==> src/rtl/bcd_pkg.sv <==
// Shared BCD constants and FSM encoding for the BCD<->binary converters.
// Optional digit validation macro: BCD_TO_BINARY_DIGIT_CHECK_EN.
package bcd_pkg;

  localparam int         BCD_DIGIT_W    = 4;
  localparam logic [3:0] BCD_ADJ_THRESH = 4'd8;
  localparam logic [3:0] BCD_ADJ_VALUE  = 4'd3;
  localparam logic [3:0] BCD_MAX_DIGIT  = 4'd9;

  typedef enum logic [2:0] {
    S_IDLE,
    S_SHIFT,
    S_CHECK_SHIFT,
    S_ADJUST,
    S_CHECK_DIGIT,
    S_DONE
  } state_t;

  function automatic logic digit_bad(
    input logic [BCD_DIGIT_W-1:0] d
  );
    return d > BCD_MAX_DIGIT;
  endfunction

endpackage

==> src/rtl/bcd_digit_adjust.sv <==
// One reverse-double-dabble digit correction: d >= 8 -> d - 3.
// Four-bit wrap is intended; valid inputs never borrow.
module bcd_digit_adjust
  import bcd_pkg::*;
(
  input  logic [BCD_DIGIT_W-1:0] digit,
  output logic [BCD_DIGIT_W-1:0] adjusted
);

  assign adjusted = (digit >= BCD_ADJ_THRESH)
                  ? digit - BCD_ADJ_VALUE
                  : digit;

endmodule

==> src/rtl/bcd_to_binary.sv <==
// Multi-cycle packed-BCD to binary converter (reverse double dabble).
// Define BCD_TO_BINARY_DIGIT_CHECK_EN to flag digits > 9 on o_Error.
module bcd_to_binary
  import bcd_pkg::*;
#(
  parameter int DECIMAL_DIGITS = 4,
  parameter int OUTPUT_WIDTH   = 14
) (
  input  logic                      i_Clock,
  input  logic                      i_Reset_n,
  input  logic [DECIMAL_DIGITS*4-1:0] i_BCD,
  input  logic                      i_Start,
  output logic [OUTPUT_WIDTH-1:0]   o_Binary,
  output logic                      o_DV,
  output logic                      o_Busy,
  output logic                      o_Overflow,
  output logic                      o_Error
);

  localparam int BW = DECIMAL_DIGITS * BCD_DIGIT_W;
  localparam int IW = (DECIMAL_DIGITS > 1)
                    ? $clog2(DECIMAL_DIGITS) : 1;

  localparam logic [7:0]    LAST_BIT = 8'(OUTPUT_WIDTH - 1);
  localparam logic [IW-1:0] LAST_IDX = IW'(DECIMAL_DIGITS - 1);

  state_t                  state;
  logic [BW-1:0]           bcd;
  logic [OUTPUT_WIDTH-1:0] bin;
  logic [7:0]              loop_count;
  logic [IW-1:0]           idx;
  logic [BCD_DIGIT_W-1:0]  cur_digit;
  logic [BCD_DIGIT_W-1:0]  adj_digit;

  assign cur_digit = bcd[idx*BCD_DIGIT_W +: BCD_DIGIT_W];

  bcd_digit_adjust u_adjust (
    .digit    (cur_digit),
    .adjusted (adj_digit)
  );

  always_ff @(posedge i_Clock or negedge i_Reset_n) begin
    if (!i_Reset_n) begin
      state      <= S_IDLE;
      bcd        <= '0;
      bin        <= '0;
      loop_count <= '0;
      idx        <= '0;
      o_Binary   <= '0;
      o_Overflow <= 1'b0;
      o_DV       <= 1'b0;
      o_Busy     <= 1'b0;
    end else begin
      o_DV <= 1'b0;
      unique case (state)
        S_IDLE: begin
          if (i_Start) begin
            bcd    <= i_BCD;
            bin    <= '0;
            o_Busy <= 1'b1;
            state  <= S_SHIFT;
          end
        end
        S_SHIFT: begin
          // bcd LSB falls into the binary MSB
          {bcd, bin} <= {bcd, bin} >> 1;
          state      <= S_CHECK_SHIFT;
        end
        S_CHECK_SHIFT: begin
          if (loop_count == LAST_BIT) begin
            loop_count <= '0;
            state      <= S_DONE;
          end else begin
            loop_count <= loop_count + 8'd1;
            state      <= S_ADJUST;
          end
        end
        S_ADJUST: begin
          bcd[idx*BCD_DIGIT_W +: BCD_DIGIT_W] <= adj_digit;
          state <= S_CHECK_DIGIT;
        end
        S_CHECK_DIGIT: begin
          if (idx == LAST_IDX) begin
            idx   <= '0;
            state <= S_SHIFT;
          end else begin
            idx   <= idx + 1'b1;
            state <= S_ADJUST;
          end
        end
        S_DONE: begin
          o_Binary   <= bin;
          o_Overflow <= |bcd;
          o_DV       <= 1'b1;
          o_Busy     <= 1'b0;
          state      <= S_IDLE;
        end
        default: state <= S_IDLE;
      endcase
    end
  end

`ifdef BCD_TO_BINARY_DIGIT_CHECK_EN
  logic bad_now;
  logic bad_seen;

  always_comb begin
    bad_now = 1'b0;
    for (int i = 0; i < DECIMAL_DIGITS; i++)
      bad_now |= digit_bad(i_BCD[i*BCD_DIGIT_W +: BCD_DIGIT_W]);
  end

  always_ff @(posedge i_Clock or negedge i_Reset_n) begin
    if (!i_Reset_n) begin
      bad_seen <= 1'b0;
      o_Error  <= 1'b0;
    end else begin
      if (state == S_IDLE && i_Start)
        bad_seen <= bad_now;
      if (state == S_DONE)
        o_Error <= bad_seen;
    end
  end
`else
  assign o_Error = 1'b0;
`endif

endmodule

==> config.mk <==
export PLATFORM = sky130hd
export DESIGN_NAME = bcd_to_binary
export DESIGN_NICKNAME = d
export VERILOG_FILES = /design/src/rtl/bcd_pkg.sv /design/src/rtl/bcd_digit_adjust.sv /design/src/rtl/bcd_to_binary.sv
export SDC_FILE = /design/constraint.sdc
export NUM_CORES = 1
export LEC_CHECK = 0
export CORE_MARGIN = 1
export CORE_UTILIZATION = 50
export CTS_CLUSTER_DIAMETER = 30
export CTS_CLUSTER_SIZE = 40
export DETAILED_ROUTE_END_ITERATION = 12
export MAX_ROUTING_LAYER = met4
export PLACE_DENSITY = 0.73
export SYNTH_ARGS = -nofsm -noshare
export SYNTH_HDL_FRONTEND = slang
export SYNTH_SLANG_ARGS = --single-unit
==> constraint.sdc <==
create_clock -name i_Clock -period 2.67 [get_ports i_Clock]
set_input_delay 0.801 -clock i_Clock [delete_from_list [all_inputs] [get_ports i_Clock]]
set_output_delay 0.801 -clock i_Clock [all_outputs]
set_load 0.005 [all_outputs]
==> impl_results.md, run 1 <==
- Status: complete, no violations
- Most area-consuming cells after synthesis: dfrtp_1 (48%), mux2_2 (6.8%), a22o_1 (4.2%)
- Remaining global-route overflow: 0
- CTS sink count: 60
- Layout area overhead: 19.26%
- Routed wire length: 6947 um
- I/O Buffers: 35
- Largest net degree at the start of global routing: 61
- Core area: 5991 um2
- Vias/cell: around 6.1
- EDFF count, synth: 0
- H-tree depth: 3
- CP top delay family: simple AND/OR/NAND/NOR gates
- Pwr Density: 1150 nW/um2
- Commonest register cell after synthesis: dfrtp_1
- Worst IR Drop VDD: 0.4947 mV
- Post_cts resized: 0
- CTS clk-pin slew, worst paths: roughly 0.07 ns
- Vias in the first global route: 2327
- Seq/Total Area, Yosys: a little under half
- DRT iter0 DRCs: 232
- Die Height: 81.38 um
- Post-synthesis register bit count: 60
- Asr flop ratio synth: 100.0%
- I/O pin count: 37
- Mapped Cells: around 280
- DR WL/cell: 17.37 um
- Routability congestion estimate: slightly below 0.9
- Layout fillers: between 400 and 500
- YS warnings: 0
- Area leader, netlist: dfrtp_1
- Postcts setup bufs: 0
- Number of setup violations in the final report: 0
- Maximum fanout along the worst path: 13
- Number of cells on the critical path: 6
- Crit Path Class: reg2reg
- Final max-slew violation count: 0
- Synth unique cells: 56
- Synthesized area per cell: 11.17 um2
- Pre-antenna DRT Iters: 4
- Clk_skew: 0.008681 ns
- First-pass GRT wire length: 11440 um
- Total number of vias: between 2000 and 2500
- RSZ-0062 raised after global routing: false
- Chip Width: 81.38 um
- Worst Reg-to-Reg Cells: 6
- Clk_lat worst skew: between 0.3 and 0.4 ns
- Antenna violations before repair: 0
- Critical Path RT: 2.93 ns
- Buf/Inv on CP: 2
- CTS tree: built
- Syn nets: roughly 310
- Post-layout net count: 349
- R2r setup slk: around 0.43 ns
- Max-slew headroom: 53.51%
- Setup tns final: 0 ns
- # DRC: 0
- Critical Path Max Stage Delay: around 0.49 ns
- Reg area: about 1500 um2
- Crit. End Element: flop
- Min-Delay Path Class: in2async
- Multi-input combinational cell area: 1534 um2
- Longest Clk Path Bufs: 2
- Leak: around 1.7 nW
- Yosys top cell area share: 47.66%
- Cts bufs inserted: 9
- Worst Tran Pin Value: roughly 0.70 ns
- Crit path to: bcd[5]
- CP startpoint: idx[0]
- Minimum clock period: 2.240 ns
- Hold Buf Count CTS: 0
- Crit path cell chain: buf_4 > inv_1 > ha_1 > nor3b_1 > nand3_1 > o221ai_1
- FF-to-FF Start: idx[0]
- HPWL after detailed placement: 4716 um
- Crit path arrival time: 2.50 ns
- Starting density of the core: 52.59%
- Max-cap violations: 0
- GR Util All Layers: 24.46%
- Worst r2r dst: bcd[5]
- Final period util: a little over four fifths
- Achievable frequency: 446.5 MHz
- Die area: 6623 um2
- Synth Cell Area: between 3000 and 4000 um2
- Layout cells sized above 1: ~16%
- Crit start category: flop
- Number of core rows: 28
- Final ANT Viol Nets: 0
- Root Driver: clkbuf_8
- Slowest-stage cell, CP: nor3b_1
- WHS: 0.4531 ns
- # diodes: 0
- Hold Fails Final Rpt: 0
-- cells by family (layout without fill, tap and decap cells) --
group / Yosys count / in the layout / synth area share, %
AO/OA/AOI/OAI: 72 / 72 / 16.36
buffers and inverters: 25 / 68 / 3.653
multiplexers: 26 / 26 / 10.84
other: 1 / 1 / 0.1190
AND/OR/NAND/NOR: 83 / 83 / 15.77
XOR/XNOR: 5 / 5 / 1.628
flip-flops: 60 / 60 / 47.66
adder cells (fa/ha/maj): 10 / 10 / 3.971
-- cell type report --
class	instances	share of cell area, %
clock buffer	9	3.297
clock inverter	7	1.399
inverter	9	0.8991
multi-input combinational	197	40.83
sequential	60	39.96
tap	75	2.498
timing repair buffer	43	11.12
-- per-layer routing --
layer,GRT usage [%],vias to the layer above,wire [um]
met5,-,-,0
met4,13.39,0,163
met3,5.506,17,393
met2,35.08,93,3138
met1,31.87,1174,3252
li1,-,1140,-
-- report_power, final --
part,leakage [nW],internal [mW],switching (mW)
clock,0.0896,0.340,0.396
combinational,0.778,0.940,1.06
sequential,0.788,1.20,0.382
-- sequential cells by signal (all words and copies together) (netlist names) --
signal / cells
state: 3
o_Binary: 14
bin: 14
o_DV: 1
o_Busy: 1
idx: 2
loop_count: 8
o_Overflow: 1
bcd: 16
-- stage by stage --
step	cell area (um2)	total power, mW	worst slack, ns	utilization (%)	cells
2_1_floorplan	3151	2.947	0.5677	-	282
3_5_place_dp	3581	3.570	0.3751	59.77	384
6_report	3757	4.320	0.4303	62.72	400
3_3_place_gp	3581	3.508	0.4009	59.77	384
4_1_cts	3757	4.314	0.4824	62.72	400
5_1_grt	3757	4.630	0.3501	62.72	400
-- synth_stat cells (2+ instances only) --
master	n
a211oi_1	2
a21o_1	3
a21oi_1	14
a22o_1	15
buf_2	10
buf_4	2
clkbuf_1	3
dfrtp_1	60
ha_1	10
inv_1	8
mux2_2	19
mux2i_1	3
mux4_1	2
mux4_2	2
nand2_1	27
nand2b_1	3
nand3_1	2
nand4_1	5
nor2_1	6
nor2b_1	6
nor3_1	3
nor3b_1	12
nor4_1	4
o21ai_0	11
o221ai_1	13
o22ai_1	3
or3_1	2
xnor2_1	4
-- how the worst min path moves through the flow --
stage | startpoint | end | slack (ns) | cells past startpoint
floorplan | loop_count[7] | loop_count[7] | 0.45 | 1
global placement | loop_count[3] | loop_count[3] | 0.47 | 1
detailed placement | loop_count[3] | loop_count[3] | 0.48 | 1
CTS | i_Reset_n | loop_count[7] | 0.46 | 2
global route | i_Reset_n | loop_count[6] | 0.48 | 2
finish | i_Reset_n | loop_count[1] | 0.45 | 2
-- placed cells by master (no fill, tap or decap), types with 4 or more instances in the layout --
| cell | instances |
|---|---|
| dfrtp_1 | 60 |
| nor3b_1 | 12 |
| o21ai_0 | 11 |
| mux2_2 | 19 |
| o221ai_1 | 13 |
| nor2b_1 | 6 |
| clkdlybuf4s50_1 | 34 |
| inv_1 | 8 |
| clkbuf_8 | 9 |
| nor2_1 | 6 |
| buf_4 | 7 |
| xnor2_1 | 4 |
| nand2_1 | 27 |
| nand4_1 | 5 |
| a21oi_1 | 14 |
| ha_1 | 10 |
| nor4_1 | 4 |
| a22o_1 | 15 |
(Power assumes the default switching activity.)
==> inputs of run 2 (changes only) <==
==> constraint.sdc (replaced) <==
create_clock -name i_Clock -period 2.2 [get_ports i_Clock]
set_input_delay 0.66 -clock i_Clock [delete_from_list [all_inputs] [get_ports i_Clock]]
set_output_delay 0.66 -clock i_Clock [all_outputs]
set_load 0.005 [all_outputs]
==> impl_results.md, run 2 (synthesis gave the netlist of run 1 again) <==
- Status: complete, no violations
- WHS: 0.2991 ns
- Starting density of the core: a little over half
- CP top delay family: multiplexers
- Buf/Inv on CP: 0
- Area after DPL: 3656 um2
- Final max-slew violation count: 0
- Min-Delay Path Class: in2async
- Fin area: roughly 3900 um2
- Dpl ws: 0.04770 ns
- HPWL after detailed placement: 4889 um
- Largest net degree at the start of global routing: 61
- Post-layout net count: roughly 360
- CTS tree: built
- DRT iter0 DRCs: between 150 and 200
- Total number of vias: between 2000 and 2500
- Slowest-stage cell, CP: mux4_1
- Worst IR Drop VDD: 0.6223 mV
- # diodes: 0
- Number of core rows: 28
- Hold Fails Final Rpt: 0
- Maximum fanout along the worst path: 6
- Crit path arrival time: 2.30 ns
- Achievable frequency: 480.6 MHz
- Vias/cell: between 5 and 6
- Layout area overhead: 22.40%
- Root Driver: clkbuf_8
- Final period util: 94.57%
- Die Height: 81.38 um
- Layout cells sized above 1: 18.81%
- Chip Width: 81.38 um
- Routability congestion estimate: 0.9228
- Biggest regs: bcd (16), bin (14), o_Binary (14)
- Minimum clock period: 2.081 ns
- Clk_lat worst skew: 0.35 ns
- RSZ-0062 raised after global routing: false
- Max-slew headroom: a little under two fifths
- Cts bufs inserted: 9
- Commonest non-fill, non-tap cells in the layout: dfrtp_1 (59), clkdlybuf4s50_1 (34), nand2_1 (27), mux2_2 (19), buf_4 (17)
- Vias in the first global route: 2317
- Critical Path Max Stage Delay: about 0.63 ns
- Max-cap violations: 0
- Core area: between 5000 and 6000 um2
- Remaining global-route overflow: 0
- Critical Path RT: 2.42 ns
- I/O Buffers: 35
- Die area: between 6000 and 7000 um2
- Longest Clk Path Bufs: 2
- Crit start category: flop
- Most common cell after layout, fill and taps aside: dfrtp_1
- Number of setup violations in the final report: 0
- Worst Tran Pin Value: 0.9455 ns
- Leak: 1.718 nW
- Largest register by flop count: bcd
- Clk_skew: 0.01748 ns
- Final ANT Viol Nets: 0
- # DRC: 0
- Crit Path Class: reg2reg
- Final WS setup: about 0.12 ns
- CTS clk-pin slew, worst paths: around 0.070 ns
- Hold Buf Count CTS: 0
- H-tree depth: 3
- I/O pin count: 37
- Crit path cell chain: mux4_1 > a21o_1 > ha_1 > nand2_1 > o41a_1 > o21ai_0 > a22o_1
- Crit. End Element: flop
- Antenna violations before repair: 0
- DR WL/cell: approximately 17 um
- Dpl cells: 394
- Pre-antenna DRT Iters: 5
- Flip-flop count of the largest register, all copies and words added: 16
- Non-filler cells, final: 410
- Pwr Density: ~1400 nW/um2
- Setup tns final: 0 ns
- Routed wire length: 6966 um
- First-pass GRT wire length: 11690 um
- GR Util All Layers: 24.83%
- CTS sink count: 60
## run 2: cell types whose count changed in the layout (fill, tap and decap cells not counted), sizes merged
cell	change
buf	+10
bufinv	+1
clkinv	-1
clkinvlp	-1
inv	+1
## run 2: final timing paths
| kind | startpoint | endpoint | slack [ns] | cells past startpoint |
|---|---|---|---|---|
| worst min-delay path | i_Reset_n | loop_count[5] | 0.30 | 2 |
| worst max-delay path | idx[0] | bcd[3] | 0.12 | 7 |
| max in group asynchronous | i_Reset_n | idx[0] | 1.59 | 2 |
| worst max register to register | idx[0] | bcd[3] | 0.12 | 7 |
| min in group i_Clock | loop_count[3] | loop_count[3] | 0.48 | 1 |
| worst min register to register | loop_count[3] | loop_count[3] | 0.48 | 1 |
## run 2: area by class of cell
| cell class | instances | area [um2] |
|---|---|---|
| clock buffers | 9 | 123.9 |
| well taps | 75 | 93.84 |
| flip-flops and latches | 60 | 1503 |
| fillers | 468 | 2135 |
| clock inverters | 7 | 75.07 |
| multi-input cells | 197 | 1534 |
| inverters | 9 | 33.78 |
| repair buffers | 53 | 493.0 |
## run 2: layer usage
layer,vias up,GRT usage (%),wire (um)
met5,-,-,0
met4,0,8.929,68
met3,7,6.292,401
met2,95,35.50,3253
met1,1188,33.99,3243
li1,1160,-,-
## run 2: what timing repair did
action                     4_1_cts  5_1_grt
setup endpoints to repair        0        2
buffers inserted                 0        0
resized for setup                0        1
## run 2: per-stage QoR
step / power (mW) / utilization, %
2_1_floorplan: 3.576 / -
3_3_place_gp: 4.484 / 61.03
3_5_place_dp: 4.532 / 61.03
4_1_cts: 5.540 / 64.35
5_1_grt: 5.926 / 64.37
6_report: 5.554 / 64.37
## run 2: power by group
part | leakage (nW) | internal, mW | switching, mW
Combinational | 0.827 | 1.29 | 1.40
Clock | 0.104 | 0.530 | 0.468
Sequential | 0.787 | 1.46 | 0.406
Total | 1.72 | 3.28 | 2.27
